--- src/rtl/delay_mem_arbiter_pkg.sv ---
// Shared constants for the delay-memory arbiter.
//   - requester indices (bit positions in req/wr/gnt/rvalid)
//   - arbiter FSM state encodings
//   - ring_add:   modulo-3 increment used by the round-robin pointer
//   - req_onehot: requester index to one-hot grant/valid vector
package delay_mem_arbiter_pkg;

    localparam int NUM_REQ = 3;

    localparam logic [1:0] PIPELINE_A = 2'd0;
    localparam logic [1:0] PIPELINE_B = 2'd1;
    localparam logic [1:0] CTRL       = 2'd2;

    localparam logic [1:0] ST_RUN     = 2'd0;
    localparam logic [1:0] ST_DRAIN   = 2'd1;
    localparam logic [1:0] ST_HALTED  = 2'd2;

    // (base + off) mod 3, both operands expected in 0..2.
    function automatic logic [1:0] ring_add(input logic [1:0] base, input logic [1:0] off);
        logic [2:0] sum;
        sum = {1'b0, base} + {1'b0, off};
        return (sum >= 3'd3) ? 2'(sum - 3'd3) : sum[1:0];
    endfunction

    function automatic logic [2:0] req_onehot(input logic [1:0] idx);
        logic [2:0] vec;
        case (idx)
            PIPELINE_A: vec = 3'b001;
            PIPELINE_B: vec = 3'b010;
            CTRL:       vec = 3'b100;
            default:    vec = 3'b000;
        endcase
        return vec;
    endfunction

endpackage

--- src/rtl/fifo_buffer.sv ---
// Synchronous show-ahead FIFO: dout always presents the oldest entry, so a
// pop and its data are used in the same cycle.
// Ports: clk, reset (sync, active-low), wr_en/din push, rd_en pop,
//        dout head entry, full/empty flags, count occupancy (0..n).
// n must be a power of two (>= 2) so the pointers wrap naturally.
module fifo_buffer #(
    parameter int data_width = 8,
    parameter int n          = 4
) (
    input  logic                  clk,
    input  logic                  reset,
    input  logic                  wr_en,
    input  logic                  rd_en,
    input  logic [data_width-1:0] din,
    output logic [data_width-1:0] dout,
    output logic                  full,
    output logic                  empty,
    output logic [$clog2(n):0]    count
);

    localparam int PW = $clog2(n);
    localparam int CW = PW + 1;

    logic [data_width-1:0] mem_r [n];
    logic [PW-1:0]         wr_ptr_r;
    logic [PW-1:0]         rd_ptr_r;
    logic [CW-1:0]         count_r;
    logic                  do_wr_s;
    logic                  do_rd_s;

    assign do_wr_s = wr_en & ~full;
    assign do_rd_s = rd_en & ~empty;

    // Storage array; contents need no reset because count gates validity.
    always_ff @(posedge clk) begin
        if (do_wr_s) begin
            mem_r[wr_ptr_r] <= din;
        end
    end

    // Pointers and occupancy.
    always_ff @(posedge clk) begin
        if (!reset) begin
            wr_ptr_r <= {PW{1'b0}};
            rd_ptr_r <= {PW{1'b0}};
            count_r  <= {CW{1'b0}};
        end else begin
            wr_ptr_r <= do_wr_s ? wr_ptr_r + PW'(1) : wr_ptr_r;
            rd_ptr_r <= do_rd_s ? rd_ptr_r + PW'(1) : rd_ptr_r;
            case ({do_wr_s, do_rd_s})
                2'b10:   count_r <= count_r + CW'(1);
                2'b01:   count_r <= count_r - CW'(1);
                default: count_r <= count_r;
            endcase
        end
    end

    assign dout  = mem_r[rd_ptr_r];
    assign full  = (count_r == CW'(n));
    assign empty = (count_r == {CW{1'b0}});
    assign count = count_r;

endmodule

--- src/rtl/delay_mem_arbiter.sv ---
// Round-robin arbiter sharing one delay memory between pipeline_a,
// pipeline_b and the control unit, with in-order read-return routing and a
// flush/drain handshake used before delay reallocation.
// Ports:
//   req/wr/addr/wdata   per-requester access (requester i at slice i)
//   gnt                 one-hot: access accepted this cycle
//   rvalid/rdata        one-hot owner of the returning read data
//   mem_*               memory command / ready / in-order read return
//   flush/flushed       quiescence request / halted with no reads in flight
//   error               sticky: read data returned with nothing outstanding
// Command and return paths are combinational; all of them are forced to zero
// while reset is low.
module delay_mem_arbiter
    import delay_mem_arbiter_pkg::*;
#(
    parameter int data_width      = 16,
    parameter int addr_width      = 18,
    parameter int max_outstanding = 4
) (
    input  logic                    clk,
    input  logic                    reset,
    input  logic [2:0]              req,
    input  logic [2:0]              wr,
    input  logic [3*addr_width-1:0] addr,
    input  logic [3*data_width-1:0] wdata,
    output logic [2:0]              gnt,
    output logic [2:0]              rvalid,
    output logic [data_width-1:0]   rdata,
    output logic                    mem_req,
    output logic                    mem_wr,
    output logic [addr_width-1:0]   mem_addr,
    output logic [data_width-1:0]   mem_wdata,
    input  logic                    mem_ready,
    input  logic                    mem_rvalid,
    input  logic [data_width-1:0]   mem_rdata,
    input  logic                    flush,
    output logic                    flushed,
    output logic                    error
);

    localparam int CW = $clog2(max_outstanding) + 1;

    logic [1:0]            state_r;
    logic [1:0]            state_nxt_s;
    logic [1:0]            rr_ptr_r;
    logic                  error_r;
    logic [2:0]            elig_s;
    logic                  win_valid_s;
    logic                  win_hit_s;
    logic [1:0]            win_idx_s;
    logic [1:0]            cand_s;
    logic                  mem_req_s;
    logic                  mem_wr_s;
    logic [addr_width-1:0] mem_addr_s;
    logic [data_width-1:0] mem_wdata_s;
    logic [2:0]            gnt_s;
    logic [2:0]            rvalid_s;
    logic [data_width-1:0] rdata_s;
    logic                  tag_push_s;
    logic                  tag_pop_s;
    logic                  tag_full_s;
    logic                  tag_empty_s;
    logic [1:0]            tag_dout_s;
    logic [CW-1:0]         tag_count_s;
    logic                  drain_done_s;

    // Round-robin search: first eligible requester at or after rr_ptr.
    // Reads are held back while every tag slot is in use; writes never are.
    always_comb begin
        elig_s      = req & (wr | {3{~tag_full_s}});
        win_valid_s = 1'b0;
        win_idx_s   = rr_ptr_r;
        cand_s      = rr_ptr_r;
        win_hit_s   = 1'b0;
        for (int k = 0; k < NUM_REQ; k++) begin
            cand_s      = ring_add(rr_ptr_r, 2'(k));
            win_hit_s   = ~win_valid_s & elig_s[cand_s];
            win_idx_s   = win_hit_s ? cand_s : win_idx_s;
            win_valid_s = win_valid_s | win_hit_s;
        end
    end

    // Memory command from the winner; nothing is offered outside RUN.
    always_comb begin
        mem_req_s = reset & (state_r == ST_RUN) & win_valid_s;
        if (mem_req_s) begin
            mem_wr_s    = wr[win_idx_s];
            mem_addr_s  = addr[win_idx_s*addr_width +: addr_width];
            mem_wdata_s = wdata[win_idx_s*data_width +: data_width];
        end else begin
            mem_wr_s    = 1'b0;
            mem_addr_s  = {addr_width{1'b0}};
            mem_wdata_s = {data_width{1'b0}};
        end
        gnt_s      = (mem_req_s & mem_ready) ? req_onehot(win_idx_s) : 3'b000;
        tag_push_s = mem_req_s & mem_ready & ~mem_wr_s;
    end

    // Read return: the oldest tag names the owner of this beat.
    always_comb begin
        tag_pop_s = reset & mem_rvalid & ~tag_empty_s;
        if (tag_pop_s) begin
            rvalid_s = req_onehot(tag_dout_s);
            rdata_s  = mem_rdata;
        end else begin
            rvalid_s = 3'b000;
            rdata_s  = {data_width{1'b0}};
        end
    end

    // Drain completes in the cycle the last outstanding read returns, so
    // flushed rises on the following cycle.
    always_comb begin
        drain_done_s = (tag_count_s == {CW{1'b0}}) |
                       ((tag_count_s == CW'(1)) & tag_pop_s);
        case (state_r)
            ST_RUN:    state_nxt_s = flush ? ST_DRAIN : ST_RUN;
            ST_DRAIN:  state_nxt_s = drain_done_s ? ST_HALTED : ST_DRAIN;
            ST_HALTED: state_nxt_s = flush ? ST_HALTED : ST_RUN;
            default:   state_nxt_s = ST_RUN;
        endcase
    end

    // FSM state, round-robin pointer and sticky error flag.
    always_ff @(posedge clk) begin
        if (!reset) begin
            state_r  <= ST_RUN;
            rr_ptr_r <= PIPELINE_A;
            error_r  <= 1'b0;
        end else begin
            state_r <= state_nxt_s;
            if (gnt_s != 3'b000) begin
                rr_ptr_r <= ring_add(win_idx_s, 2'd1);
            end else begin
                rr_ptr_r <= rr_ptr_r;
            end
            error_r <= error_r | (mem_rvalid & tag_empty_s);
        end
    end

    fifo_buffer #(
        .data_width(2),
        .n         (max_outstanding)
    ) u_tag_fifo (
        .clk  (clk),
        .reset(reset),
        .wr_en(tag_push_s),
        .rd_en(tag_pop_s),
        .din  (win_idx_s),
        .dout (tag_dout_s),
        .full (tag_full_s),
        .empty(tag_empty_s),
        .count(tag_count_s)
    );

    assign gnt       = gnt_s;
    assign rvalid    = rvalid_s;
    assign rdata     = rdata_s;
    assign mem_req   = mem_req_s;
    assign mem_wr    = mem_wr_s;
    assign mem_addr  = mem_addr_s;
    assign mem_wdata = mem_wdata_s;
    assign flushed   = reset & (state_r == ST_HALTED);
    assign error     = error_r;

endmodule

--- config.mk ---
export PLATFORM = sky130hd
export DESIGN_NAME = delay_mem_arbiter
export DESIGN_NICKNAME = d
export VERILOG_FILES = /design/src/rtl/delay_mem_arbiter_pkg.sv /design/src/rtl/fifo_buffer.sv /design/src/rtl/delay_mem_arbiter.sv
export SDC_FILE = /design/constraint.sdc
export NUM_CORES = 1
export LEC_CHECK = 0
export CORE_ASPECT_RATIO = 0.5
export CORE_UTILIZATION = 30
export DETAILED_ROUTE_END_ITERATION = 10
export PLACE_DENSITY = 0.73
export SLEW_MARGIN = 20
export SYNTH_ARGS = -nofsm -noshare
export SYNTH_HDL_FRONTEND = slang
export SYNTH_SLANG_ARGS = --single-unit
--- constraint.sdc ---
create_clock -name clk -period 3.06 [get_ports clk]
set_input_delay 0.612 -clock clk [delete_from_list [all_inputs] [get_ports clk]]
set_output_delay 0.612 -clock clk [all_outputs]
set_load 0.005 [all_outputs]
After elaboration in Yosys (flattened, before gate mapping)
Memory sizes are Yosys's and may differ from the RTL's. A register that Yosys moved wholly into a read port is not among the register bits.
Index checks and enable logic that the tools add are counted.
{ "totals": {"word_cells": 101, "register_bits": 12, "latchBits": 0, "romBits": 0, "ramBits": 8, "n_memories": 1, "input_bits": 129} }
{ "mem_list": {"columns": ["memory", "depth", "word_bits", "rd", "rd_clocked_by_memory_dff", "wr", "line", "text"], "rows": [
  ["u_tag_fifo.mem_r", 4, 2, 1, 1, 1, "fifo_buffer.sv:24", "logic [data_width-1:0] mem_r [n];"]
]} }
{ "op_classes": {"n_shift": 2, "mul": 1, "n_bitwise": 24, "order_cmp": 8, "n_eq_ne": 10, "addsub": 11, "reduce_logical": 6, "div_mod_pow": 0, "mux": 32} }
{ "op_table": {"columns": ["op", "count"], "rows": [
  ["$shiftx A54 B8 Y18", 1],
  ["$shiftx A48 B7 Y16", 1],
  ["$mux W16", 2],
  ["$mux W2", 11],
  ["$mux W18", 1],
  ["$pmux W3 S3", 2],
  ["$and A1 B1 Y1", 13],
  ["$lt A2 B3 Y1 const B", 4],
  ["$ge A3 B2 Y1 const B", 3],
  ["$bmux W1 S2", 4],
  ["$eq A2 B1 Y1 const B", 4],
  ["$eq A2 B2 Y1 const B", 4],
  ["$mux W1", 8],
  ["$sub A2 B2 Y2 const B", 4],
  ["$add A2 B1 Y3 const B", 2],
  ["$logic_not A2 Y1", 3],
  ["$mul A2 B4 Y6 const B", 1],
  ["$mux W3", 2],
  ["$pmux W2 S3", 1],
  ["$pmux W3 S2", 1],
  ["$not A1 Y1", 5],
  ["$add A2 B1 Y2 const B", 2],
  ["$or A1 B1 Y1", 4],
  ["$add A2 B2 Y3 const B", 1],
  ["10 further kinds", 10]
]} }

Logic depth before layout (Yosys ltp)
Gate-level depths: netlist of the first run.
{ "depth": {"word_depth": 20, "depth_mapped": 15, "ltp_nobuf": 13} }

Modules after synthesis
Synthesis of the first run repeated with hierarchy kept, for this count alone.
{ "unflattened": {"hier_cells": 290, "area_unflattened_um2": 2309.7} }
{ "by_module_without_submodules": {"columns": ["mod", "seq_area_each_um2", "cells_per_inst", "instances", "area_each_um2"], "rows": [
  ["delay_mem_arbiter", 100.1, 226, 1, 1530.2],
  ["fifo_buffer", 420.4, 64, 1, 779.5]
]} }

Worst setup path before layout of the first run
Ideal clock, no wire load.
{ "synth_timing": {"path_kind": "register -> output", "from": "register u_tag_fifo.count_r[0], in the netlist u_tag_fifo.count[0]", "to": "output port gnt[2]", "path_buffers": 2, "stages_incl_launch_ff": 13, "arrival_time_ns": 2.665, "required_ns": 2.448, "path_slack_ns": -0.217, "cell_sequence": "dfxtp_1 inv_1 ha_1 nand3b_2 a22oi_1 a211o_1 o22a_1 buf_6 nor2_1 clkbuf_1 inv_1 ha_1 and3_1"} }
{ "synth_between": {"elab_chain_cells": 15, "word_cells_on_any_way": 26, "classes_between": "eq/ne: 3; mux: 11; bitwise: 11; reduce/logical: 1"} }
{ "synth_rtl": {"columns": ["item", "line", "text"], "rows": [
  ["start, declared", "fifo_buffer.sv:27", "logic [CW-1:0] count_r;"],
  ["start signal, assigned", "fifo_buffer.sv:46", "count_r <= {CW{1'b0}};"],
  ["start signal, assigned", "fifo_buffer.sv:51", "2'b10: count_r <= count_r + CW'(1);"],
  ["start signal, assigned", "fifo_buffer.sv:52", "2'b01: count_r <= count_r - CW'(1);"],
  ["$eq A3 B3 Y1 *", "fifo_buffer.sv:59", "assign full = (count_r == CW'(n));"],
  ["$not A1 Y1 *", "delay_mem_arbiter.sv:70", "elig_s = req & (wr | {3{~tag_full_s}});"],
  ["$or A3 B3 Y3 *", "delay_mem_arbiter.sv:70", null],
  ["$and A3 B3 Y3 *", "delay_mem_arbiter.sv:70", null],
  ["$bmux W1 S2", "delay_mem_arbiter.sv:77", "win_hit_s = ~win_valid_s & elig_s[cand_s];"],
  ["$mux W1 (not written as such)", "delay_mem_arbiter.sv:77", null],
  ["$not A1 Y1", "delay_mem_arbiter.sv:77", null],
  ["$and A1 B1 Y1", "delay_mem_arbiter.sv:77", null],
  ["$or A1 B1 Y1", "delay_mem_arbiter.sv:79", "win_valid_s = win_valid_s | win_hit_s;"],
  ["$not A1 Y1", "delay_mem_arbiter.sv:77", null],
  ["$and A1 B1 Y1", "delay_mem_arbiter.sv:77", null],
  ["$mux W2 *", "delay_mem_arbiter.sv:78", "win_idx_s = win_hit_s ? cand_s : win_idx_s;"],
  ["named net u_tag_fifo.din[1]", "fifo_buffer.sv:14", "input logic [data_width-1:0] din,"],
  ["$eq A2 B2 Y1 (tied with other cells)", "delay_mem_arbiter_pkg.sv:27", "case (idx)"],
  ["$pmux W3 S3 *", "delay_mem_arbiter_pkg.sv:27", null],
  ["$mux W3 *", "delay_mem_arbiter.sv:95", "gnt_s = (mem_req_s & mem_ready) ? req_onehot(win_idx_s) : 3'b000;"],
  ["end, declared", "delay_mem_arbiter.sv:26", "output logic [2:0] gnt,"]
]} }
Mark *: on every way through the listed nets, which the timed path passes. The rest lies on a longest branch. The select of a mux whose other input is x is not followed.

Final worst setup path of the first run
{ "layout_timing": {"from": "register rr_ptr_r[0]", "to": "output port mem_addr[13]"} }
{ "layout_between": {"elab_chain_cells": 13, "word_cells_on_any_way": 30, "classes_between": "add/sub: 5; mul: 1; order compare: 3; shift: 1; mux: 13; bitwise: 7"} }
{ "layout_rtl": {"columns": ["item", "line", "text"], "rows": [
  ["start, declared", "delay_mem_arbiter.sv:45", "logic [1:0] rr_ptr_r;"],
  ["start signal, assigned", "delay_mem_arbiter.sv:133", "rr_ptr_r <= ring_add(win_idx_s, 2'd1);"],
  ["start signal, assigned", "delay_mem_arbiter.sv:135", "rr_ptr_r <= rr_ptr_r;"],
  ["$add A2 B1 Y3 (tied with other cells)", "delay_mem_arbiter_pkg.sv:21", "sum = {1'b0, base} + {1'b0, off};"],
  ["$ge A3 B2 Y1 (tied with other cells)", "delay_mem_arbiter_pkg.sv:22", "return (sum >= 3'd3) ? 2'(sum - 3'd3) : sum[1:0];"],
  ["$mux W2 or $bmux W1 S2 (tied branches)", "delay_mem_arbiter_pkg.sv:22, delay_mem_arbiter.sv:77", null],
  ["$bmux W1 S2 or $mux W1 (tied branches)", "delay_mem_arbiter.sv:77", null],
  ["$mux W1 (not written as such) or $not A1 Y1 (tied branches)", "delay_mem_arbiter.sv:77", null],
  ["$and A1 B1 Y1", "delay_mem_arbiter.sv:77", null],
  ["$or A1 B1 Y1", "delay_mem_arbiter.sv:79", null],
  ["$not A1 Y1", "delay_mem_arbiter.sv:77", null],
  ["$and A1 B1 Y1", "delay_mem_arbiter.sv:77", null],
  ["$mux W2", "delay_mem_arbiter.sv:78", null],
  ["$mul A2 B4 Y6", "delay_mem_arbiter.sv:88", "mem_addr_s = addr[win_idx_s*addr_width +: addr_width];"],
  ["$shiftx A54 B8 Y18", "delay_mem_arbiter.sv:88", null],
  ["$mux W18 *", "delay_mem_arbiter.sv:86", "if (mem_req_s) begin"],
  ["end, declared", "delay_mem_arbiter.sv:31", "output logic [addr_width-1:0] mem_addr,"]
]} }
Mark *: on every way between the ends. The rest lies on a longest branch, timed or not. The select of a mux whose other input is x is not followed.

==> run metrics, run 1 <==
status finished, violations left; failing checks setup timing; slew at the pin closest to its max-slew limit 440 ps; post-route clock period utilization 116%; Post-Syn Area 2770 um^2; main flop type after synthesis dfxtp_1; Slew HR 70.6%; commonest cells in the synthesized netlist 42 x a21oi_1, 40 x nand3_1, 38 x o21ai_0; Total Routed Length 13900 um; number of global-route vias before repair 4241; most frequent cell after synthesis a21oi_1; post-synth top area share 10.1%; FF+latch count, synth 22; Synth cell types 52; Site Rows 24; CTS Buffer Depth 2; Mapped Cells 385; Final ANT Viol Nets 0; ys async rst share 0%; fin nets 793; worst skew pair latency 250 ps; CP Capture Type output port; Max Freq 283 MHz; gpl congestion 0.889; share of cells above drive strength 1 39.4%; Final Hold Fails 0; Final Skew 3.26 ps; number of antenna violations at the first check in global routing 0; Max Cap Viol 0; worst hold slack 484 ps; YS warnings 0; first-pass GRT wire length 20700 um; Vias/cell 5.52; Clock Sinks 22; WS Path Type reg2out; Finish-stage setup viols 41; Ports 189; total power 2.81 mW; setup ws final -475 ps; Core Box Area 8830 um^2; Starting DRT DRC Count 250; Crit path required time 2450 ps; Seq/Total Area, Yosys 18.8%; pin count of the biggest net entering global routing 37; R2R setup slack -280 ps; arrival time worst endpoint 2920 ps; Placement Cell Area 5150 um^2; Worst Path Max Fanout 5; Leak Pwr 2.75 nW; DR vias 4220; P per Cell Area 442 nW/um^2; Worst setup SP type flip-flop; Post-synth EDFFs 8; die width 138 um; CTS clk-pin slew, worst paths 60 ps; leading area contributor after synthesis dfxtp_1; RSZ-0062 raised after global routing true; Place WS -879 ps; Area Overhead vs Synth 130%; Hold WC Path Type reg2reg; total grt overflow 0; CTS tree done; die height 69.9 um; WL/cell 18.2 um; Final HPWL DP 7820 um; Synth area leaders dfxtp_1 10%, o21a_1 9.5%, edfxtp_1 8.7%; Die Area 9630 um^2; # fillers 656; VDD IR max 214 uV; Post-Syn Nets 529; Avg Inst Size Synth 7.19 um^2; Clock Tree Root clkbuf_16; total global-route track usage 27.1%; H-tree depth 1; Initial Util 31.3%; Post-CTS Hold Buffers 0; 1st-pass router iterations 5; CTS Buf Count 3; Final Cell Area 6350 um^2; max-slew violation count 0; # port buffers 188; DR DRC count 0; Antenna Cells 0; Tmin final 3540 ps
## layout make-up
| class | instances | area [um^2] | share of cell area, % |
|---|---|---|---|
| clock buffers | 3 | 75.1 | 1.18 |
| flip-flops and latches | 22 | 528 | 8.31 |
| repair buffers | 294 | 2970 | 46.7 |
| inverters | 13 | 55.1 | 0.866 |
| multi-input cells | 315 | 2550 | 40.2 |
| clock inverters | 1 | 30.0 | 0.473 |
| well taps | 117 | 146 | 2.30 |
## critical path, cell delays in order (launching register included)
cell and delay [ps]:
dfxtp_2 360, inv_2 60, ha_4 270, nand3_2 90, a21bo_1 210, a211o_1 310, buf_6 130, o22ai_4 220
buf_12 150, buf_8 100, buf_8 110, nand3_1 100, a21oi_2 170, o21a_1 170, clkdlybuf4s15_2 220
## per-layer routing
| metal | track usage, % | part of all wire (%) |
|---|---|---|
| met1 | 32.5 | 41 |
| met3 | 3.49 | 7.1 |
| met5 | 0 | 0 |
| met4 | 10.5 | 3.5 |
| met2 | 49.0 | 49 |
## power by group
group,leakage [nW],total (mW),internal [mW],switching (mW)
sequential,0.189,0.361,0.339,0.0220
clock,0.0511,0.366,0.260,0.106
combinational,2.51,2.08,1.17,0.911
total,2.75,2.81,1.77,1.04
## state kept, by name, summed over array words and instances, names as in the netlist, named ones only
name / flops
u_tag_fifo.count: 3
u_tag_fifo.wr_ptr_r: 2
error: 1
u_tag_fifo.mem_r: 8
state_r: 2
rr_ptr_r: 2
u_tag_fifo.rd_ptr_r: 2
## metrics by stage
stage               utilization, %  std cells  setup TNS (ps)
floorplan                        -        385           -7.24
global placement              58.4        710          -35890
detailed placement            58.4        710          -37060
CTS                           69.5        765           -8950
global route                  72.0        765          -17550
finish                        72.0        765          -12600
## cells by family after synthesis
family                   after synthesis  synth area share, %
AND/OR/NAND/NOR                      151                 31.8
AO/OA/AOI/OAI                        137                 30.8
buffers and inverters                 48                 6.83
flip-flops                            22                 18.8
adder cells (fa/ha/maj)               16                 7.15
multiplexers                           7                 3.44
XOR/XNOR                               4                 1.27
## cell usage in the layout, fill, tap and decap left out, types with 4 or more instances in the layout
| cell | n |
|---|---|
| o21ai_1 | 15 |
| o21a_1 | 35 |
| buf_16 | 6 |
| clkdlybuf4s50_1 | 142 |
| o21ai_0 | 18 |
| mux2i_1 | 5 |
| buf_8 | 4 |
| buf_4 | 54 |
| dlygate4sd2_1 | 4 |
| buf_6 | 34 |
| inv_1 | 6 |
| ha_4 | 7 |
| a21oi_1 | 12 |
| a21oi_2 | 30 |
| nand3_2 | 15 |
| and2_1 | 18 |
| clkdlybuf4s15_2 | 5 |
| buf_2 | 30 |
| nor2_1 | 13 |
| and3_4 | 5 |
| nand3_1 | 22 |
| ha_1 | 8 |
| nand2_1 | 10 |
| inv_2 | 5 |
| buf_12 | 7 |
| and3_1 | 32 |
| dfxtp_1 | 10 |
| clkbuf_16 | 5 |
| and2_4 | 6 |
| o21ai_2 | 4 |
| edfxtp_1 | 8 |
## worst paths after layout
kind	start	end	cells past startpoint
max reg2reg	rr_ptr_r[0]$_SDFFE_PN0P_	u_tag_fifo.count[2]$_SDFFE_PN0P_	18
min reg2reg	error$_SDFF_PN0_	error$_SDFF_PN0_	2
max	rr_ptr_r[0]$_SDFFE_PN0P_	mem_addr[13]	14
min	error$_SDFF_PN0_	error$_SDFF_PN0_	2
## repair_timing
action                     4_1_cts  5_1_grt
pin swaps                       89       79
resized for setup              264       84
hold endpoints to repair         0        0
setup endpoints to repair       50       52
gates cloned                    13        3
buffers inserted                38        8
(Power assumes the default switching activity.)
==> inputs of run 2 (changes only) <==
--- a/config.mk
+++ b/config.mk
@@ -8,7 +8,7 @@
 export CORE_ASPECT_RATIO = 0.5
 export CORE_UTILIZATION = 30
 export DETAILED_ROUTE_END_ITERATION = 10
-export PLACE_DENSITY = 0.73
+export PLACE_DENSITY = 0.71
 export SLEW_MARGIN = 20
 export SYNTH_ARGS = -nofsm -noshare
 export SYNTH_HDL_FRONTEND = slang
==> run 2 against run 1 <==
- the run still ends with setup timing left
- first-iteration DRC count is 39% lower
- fmax is 4.2% higher
- clock skew shrank 0.84 ps
- sequential power is essentially flat
- critical path depth down 1
- sequential cell count stayed put
- clock power decreased by 25%
- combinational power decreased by 2%
- via count shrank 4.2%
- cell count grew 0.39%
- die area unchanged
- critical path type unchanged
- critical endpoint is now mem_addr[10]
- highest routed layer unchanged
==> run metrics, run 2 (synthesized netlist as in run 1, its figures left out) <==
status finished, violations left (unchanged); failing checks setup timing (unchanged); Max Freq 295 MHz (was 283 MHz); Area Overhead vs Synth 131% (was 130%); Tmin final 3390 ps (was 3540 ps); CTS tree done (unchanged); Antenna Cells 0 (unchanged); Vias/cell 5.26 (was 5.52); fin nets 796 (was 793); Worst Path Max Fanout 9 (was 5); Ports 189 (unchanged); worst path bufs/invs 5 (was 6); Clock Power Share 10.3% (was 13.0%); share of cells above drive strength 1 40.1% (was 39.4%); CP max stage cell dfxtp_4 (was dfxtp_2); WL/cell 16.9 um (was 18.2 um); fin util 72.3% (was 72.0%); Site Rows 24 (unchanged); CTS clk-pin slew, worst paths 60 ps (about the same); global-route met2 utilization 46.6% (was 49.0%); Place WS -882 ps (was -879 ps); DR DRC count 0 (unchanged); total global-route track usage 25.7% (was 27.1%); Final Skew 2.41 ps (was 3.26 ps); CTS Buffer Depth 2 (unchanged); Sw Ratio 37.7% (was 37.0%); WS Path Type reg2out (unchanged); RSZ-0062 raised after global routing true (unchanged); max FFs per register 8 (unchanged); Die Area 9630 um^2 (unchanged); commonest non-fill, non-tap cell in the layout clkdlybuf4s50_1 (unchanged); Max Cap Viol 0 (unchanged); Placement Cell Area 5200 um^2 (was 5150 um^2); pin count of the biggest net entering global routing 38 (was 37); Post-CTS Hold Buffers 0 (unchanged); VDD IR max 236 uV (was 214 uV); CTS Buf Count 3 (unchanged); CP max stage delay 380 ps (was 360 ps); Layout Cells excl Fill 768 (was 765); Final Cell Area 6380 um^2 (was 6350 um^2); 1st-pass router iterations 4 (was 5); P per Cell Area 418 nW/um^2 (was 442 nW/um^2); Starting DRT DRC Count 153 (was 250); Comb power frac 76.2% (was 74.1%); CP top delay family compound AO/OA/AOI/OAI gates (unchanged); Clock Tree Root clkbuf_16 (unchanged); total grt overflow 0 (unchanged); Reg with most FFs u_tag_fifo.mem_r (unchanged); arrival time worst endpoint 2780 ps (was 2920 ps); number of antenna violations at the first check in global routing 0 (unchanged); met1 Track Usage GR 30.8% (was 32.5%); Crit path required time 2450 ps (about the same); DR vias 4042 (was 4220); worst skew pair latency 250 ps (about the same); number of global-route vias before repair 3997 (was 4241); H-tree depth 1 (unchanged); Leak Pwr 2.78 nW (was 2.75 nW); grt peak-use layer met2 (unchanged); post-route clock period utilization 111% (was 116%); Final ANT Viol Nets 0 (unchanged); Pint 1.66 mW (was 1.77 mW); die width 138 um (unchanged); Core Box Area 8830 um^2 (unchanged); Final HPWL DP 7900 um (was 7820 um); setup ws final -334 ps (was -475 ps); max-slew violation count 0 (unchanged); Finish-stage setup viols 42 (was 41); Hold WC Path Type reg2reg (unchanged); Worst setup SP type flip-flop (unchanged); worst path cell trace inv_2 > ha_4 > nand3_2 > a21bo_1 > a211o_1 > buf_6 > o22a_4 > nor2_4 > buf_12 > buf_8 > and3_1 > o21a_1 > clkdlybuf4s15_1 (was inv_2 > ha_4 > nand3_2 > a21bo_1 > a211o_1 > buf_6 > o22ai_4 > buf_12 > buf_8 > buf_8 > nand3_1 > a21oi_2 > o21a_1 > clkdlybuf4s15_2); Clock Sinks 22 (unchanged); # port buffers 188 (unchanged); Final Hold Fails 0 (unchanged); first-pass GRT wire length 19600 um (was 20700 um); commonest cells after routing, fill and taps aside 142 x clkdlybuf4s50_1, 52 x buf_4, 35 x o21a_1 (was 142 x clkdlybuf4s50_1, 54 x buf_4, 35 x o21a_1); slew at the pin closest to its max-slew limit 314 ps (was 440 ps); dpl cells 713 (was 710); gpl congestion 0.922 (was 0.889); switching pwr 1.00 mW (was 1.04 mW); CP Capture Type output port (unchanged); Total Routed Length 13000 um (was 13900 um); global routing usage on met3 3.49% (unchanged); Reg power frac 13.6% (was 12.9%); Initial Util 31.3% (unchanged); die height 69.9 um (unchanged); Slew HR 78.5% (was 70.6%)
run 2: cell type report:
| type | instances | area, um^2 |
|---|---|---|
| repair buffers | 297 | 2960 |
| multi-input cells | 315 | 2610 |
| fillers | 685 | 2450 |
| flip-flops and latches | 22 | 528 |
| well taps | 117 | 146 |
| clock buffers | 3 | 75.1 |
| inverters | 13 | 55.1 |
| clock inverters | 1 | 3.75 |
run 2: path summary, 6_finish.rpt:
path / start / endpoint / slack, ps / cells past startpoint
max: rr_ptr_r[0]$_SDFFE_PN0P_ / mem_addr[10] / -330 / 13
min: error$_SDFF_PN0_ / error$_SDFF_PN0_ / 470 / 2
max reg2reg: u_tag_fifo.count[0]$_SDFFE_PN0P_ / u_tag_fifo.count[2]$_SDFFE_PN0P_ / -280 / 18
min reg2reg: error$_SDFF_PN0_ / error$_SDFF_PN0_ / 470 / 2
run 2: timing repair:
action / CTS / global route
resized for setup: 293 / 71
gates cloned: 8 / 1
buffers inserted: 34 / 12
pin swaps: 70 / 49
endpoints found under the setup margin: 54 / 51
run 2: worst register-to-register path, stage by stage, from the launching register on:
cell     delay, ps
dfxtp_2        330
inv_2           50
ha_4           190
and3b_1        190
or4_4          460
nand3_4         90
buf_6          100
buf_6           80
o22ai_4         60
buf_12         130
buf_8          120
buf_16         130
and4_4         150
nor4_4         310
inv_2          100
ha_4           180
mux2i_1        130
or3_1          370
a21oi_2        120
run 2: metal layers:
layer | routed length, um | vias up
met4 | 370 | 0
met1 | 5230 | 1885
met2 | 6520 | 167
met5 | 0 | -
met3 | 862 | 35
li1 | - | 1955
run 2: stage by stage:
step | total power [mW] | hold slack, ps | setup TNS, ps
after floorplan | 1.05 | 451 | -7.24
after global routing | 2.83 | 536 | -14040
after detailed placement | 1.77 | 470 | -41180
after global placement | 1.76 | 463 | -40430
final | 2.67 | 474 | -9750
after CTS | 2.50 | 487 | -9500
run 2: power groups by stage:
stage                     clock network (mW)  logic (mW)  registers [mW]
after detailed placement                   0        1.41           0.363
after CTS                              0.278        1.86           0.361
after global routing                   0.291        2.18           0.366
after global placement                     0        1.40           0.362
after floorplan                            0       0.687           0.360
final                                  0.274        2.03           0.363
==> inputs of run 3 (changes only) <==
--- a/config.mk
+++ b/config.mk
@@ -8,7 +8,7 @@
 export CORE_ASPECT_RATIO = 0.5
 export CORE_UTILIZATION = 30
 export DETAILED_ROUTE_END_ITERATION = 10
-export PLACE_DENSITY = 0.71
+export PLACE_DENSITY = 0.68
 export SLEW_MARGIN = 20
 export SYNTH_ARGS = -nofsm -noshare
 export SYNTH_HDL_FRONTEND = slang
==> constraint.sdc (replaced) <==
create_clock -name clk -period 3.2 [get_ports clk]
set_input_delay 0.64 -clock clk [delete_from_list [all_inputs] [get_ports clk]]
set_output_delay 0.64 -clock clk [all_outputs]
set_load 0.005 [all_outputs]
==> run 3 against run 2 <==
- register-to-register slack improved by 190 ps
- global-route usage increased by 1.4 points
- critical endpoint is now mem_addr[12]
- clock-buffer cell count unchanged
- non-clock buffer count increased by 12
- the run still ends with setup timing left
- clock skew increased by 0.55 ps
==> run metrics, run 3 (synthesized netlist as in run 1, its figures left out) <==
pin count of the biggest net entering global routing 25 (was 38); post-route clock period utilization 107%; number of global-route vias before repair 4303 (was 3997); Worst setup SP type flip-flop (unchanged); die height 69.9 um (unchanged); fin nets 808 (was 796); setup ws final -210 ps (was -334 ps); CTS tree done (unchanged); Core Box Area 8830 um^2 (unchanged); CP max stage delay 320 ps (was 380 ps); Starting DRT DRC Count 207 (was 153); DR DRC count 0 (unchanged); Worst Path Max Fanout 4 (was 9); arrival time worst endpoint 2770 ps (was 2780 ps); Crit path required time 2560 ps (was 2450 ps); Antenna Cells 0 (unchanged); met2 WL 7160 um (was 6520 um); CP max stage cell dfxtp_2 (was dfxtp_4); Slew HR 75.1% (was 78.5%); first-pass GRT wire length 20700 um (was 19600 um); failing checks setup timing (unchanged); Hold WC Path Type reg2reg (unchanged); DR WL met3 1120 um (was 862 um); Max Freq 293 MHz; CP dominant cell by count buf_6; Final HPWL DP 7730 um (was 7900 um); DR vias 4302 (was 4042); total grt overflow 0 (unchanged); gpl congestion 0.884 (was 0.922); CTS clk-pin slew, worst paths 60 ps (about the same); Tmin final 3410 ps; # port buffers 188 (unchanged); uppermost layer routed met4 (unchanged); commonest cells after routing, fill and taps aside 142 x clkdlybuf4s50_1, 63 x buf_4, 39 x buf_2 (was 142 x clkdlybuf4s50_1, 52 x buf_4, 35 x o21a_1); Reg with most FFs u_tag_fifo.mem_r (unchanged); Site Rows 24 (unchanged); M1 WL 5600 um (was 5230 um); Layout Cells excl Fill 780 (was 768); H-tree depth 1 (unchanged); RSZ-0062 raised after global routing true (unchanged); Initial Util 31.3% (unchanged); total power 2.91 mW (was 2.67 mW); Leak Pwr 2.82 nW (was 2.78 nW); Clock Sinks 22 (unchanged); slew at the pin closest to its max-slew limit 372 ps (was 314 ps); Final Skew 2.97 ps (was 2.41 ps); VDD IR max 214 uV (was 236 uV); Vias/cell 5.52 (was 5.26); worst skew pair latency 250 ps (about the same); worst path cell trace inv_2 > ha_4 > buf_6 > nand3b_4 > a21bo_1 > a211o_1 > buf_6 > o22ai_4 > buf_6 > buf_6 > buf_6 > nand3_2 > a21oi_2 > o21a_1 > buf_2 (was inv_2 > ha_4 > nand3_2 > a21bo_1 > a211o_1 > buf_6 > o22a_4 > nor2_4 > buf_12 > buf_8 > and3_1 > o21a_1 > clkdlybuf4s15_1); P per Cell Area 438 nW/um^2 (was 418 nW/um^2); CTS Buffer Depth 2 (unchanged); share of cells above drive strength 1 44.8% (was 40.1%); total global-route track usage 27.1% (was 25.7%); Final Hold Fails 0 (unchanged); WL/cell 18.5 um (was 16.9 um); Max Cap Viol 0 (unchanged); 1st-pass router iterations 5 (was 4); CP Capture Type output port (unchanged); Total Routed Length 14400 um (was 13000 um); status finished, violations left (unchanged); Clock Tree Root clkbuf_16 (unchanged); Die Area 9630 um^2 (unchanged); die width 138 um (unchanged); max FFs per register 8 (unchanged); CTS Buf Count 3 (unchanged); dpl cells 712 (was 713); Ports 189 (unchanged); number of antenna violations at the first check in global routing 0 (unchanged); Area Overhead vs Synth 140% (was 131%); Final ANT Viol Nets 0 (unchanged); WS Path Type reg2out (unchanged); commonest non-fill, non-tap cell in the layout clkdlybuf4s50_1 (unchanged); max-slew violation count 0 (unchanged); Finish-stage setup viols 39 (was 42)
[run 3: cell types whose count changed in the layout (fill, tap and decap cells not counted), moves of 6 or more]
| cell | delta |
|---|---|
| o21ai_4 | +6 |
| o21ai_0 | -9 |
| buf_2 | +6 |
| a21oi_1 | -9 |
| nand3_2 | -7 |
| buf_4 | +11 |
| and3_4 | +15 |
| o21ai_2 | +6 |
| nand3_1 | +11 |
| a21oi_2 | +6 |
| and3_1 | -15 |
[run 3: where the power goes]
part / internal, mW / switching, mW / total [mW]
combinational: 1.26 / 0.955 / 2.22
sequential: 0.324 / 0.0206 / 0.345
clock: 0.248 / 0.0970 / 0.345
total: 1.84 / 1.07 / 2.91
[run 3: path summary, 6_finish.rpt]
path,startpoint,to,slack (ps),cells after the start
max,u_tag_fifo.count[0]$_SDFFE_PN0P_,mem_addr[12],-210,15
max reg2reg,u_tag_fifo.count[0]$_SDFFE_PN0P_,u_tag_fifo.count[2]$_SDFFE_PN0P_,-90,18
min reg2reg,error$_SDFF_PN0_,error$_SDFF_PN0_,470,2
min,error$_SDFF_PN0_,error$_SDFF_PN0_,470,2
[run 3: layer usage]
metal	up-vias	GRT usage, %
li1	1988	-
met5	-	0
met1	2031	31.7
met2	237	50.0
met4	0	11.2
met3	46	3.20
[run 3: worst max-delay path, delay by kind of cell, from the launching register on]
family | cells | cell delay (ps)
and+or+nand+nor | 2 | 170
DFF | 1 | 320
adders and majority gates | 1 | 180
AOI/OAI and AO/OA | 5 | 1040
buffers and inverters | 7 | 810
[run 3: layout make-up]
| cell class | instances | area (um^2) |
|---|---|---|
| timing repair buffer | 309 | 3100 |
| clock buffer | 3 | 75.1 |
| clock inverter | 1 | 30.0 |
| inverter | 13 | 48.8 |
| multi-input combinational | 315 | 2720 |
| tap | 117 | 146 |
| sequential | 22 | 528 |
| fill | 626 | 2180 |
[run 3: per-stage QoR]
stage / hold slack, ps / worst slack [ps] / TNS [ps] / utilization (%) / instance area, um^2
5_1_grt: 491 / -262 / -8130 / 75.3 / 6650
6_report: 465 / -210 / -4630 / 75.3 / 6650
2_1_floorplan: 451 / -9.75 / -9.75 / - / 2770
3_3_place_gp: 449 / -719 / -31010 / 58.7 / 5180
3_5_place_dp: 454 / -738 / -32290 / 58.7 / 5180
4_1_cts: 470 / -160 / -3500 / 71.3 / 6290
[run 3: repair_timing]
action / in CTS / in global routing
endpoints found under the setup margin: 50 / 41
gates cloned: 11 / 1
hold buffers: 0 / 0
gates resized for setup: 289 / 110
setup buffers: 50 / 6
pin swaps: 49 / 84
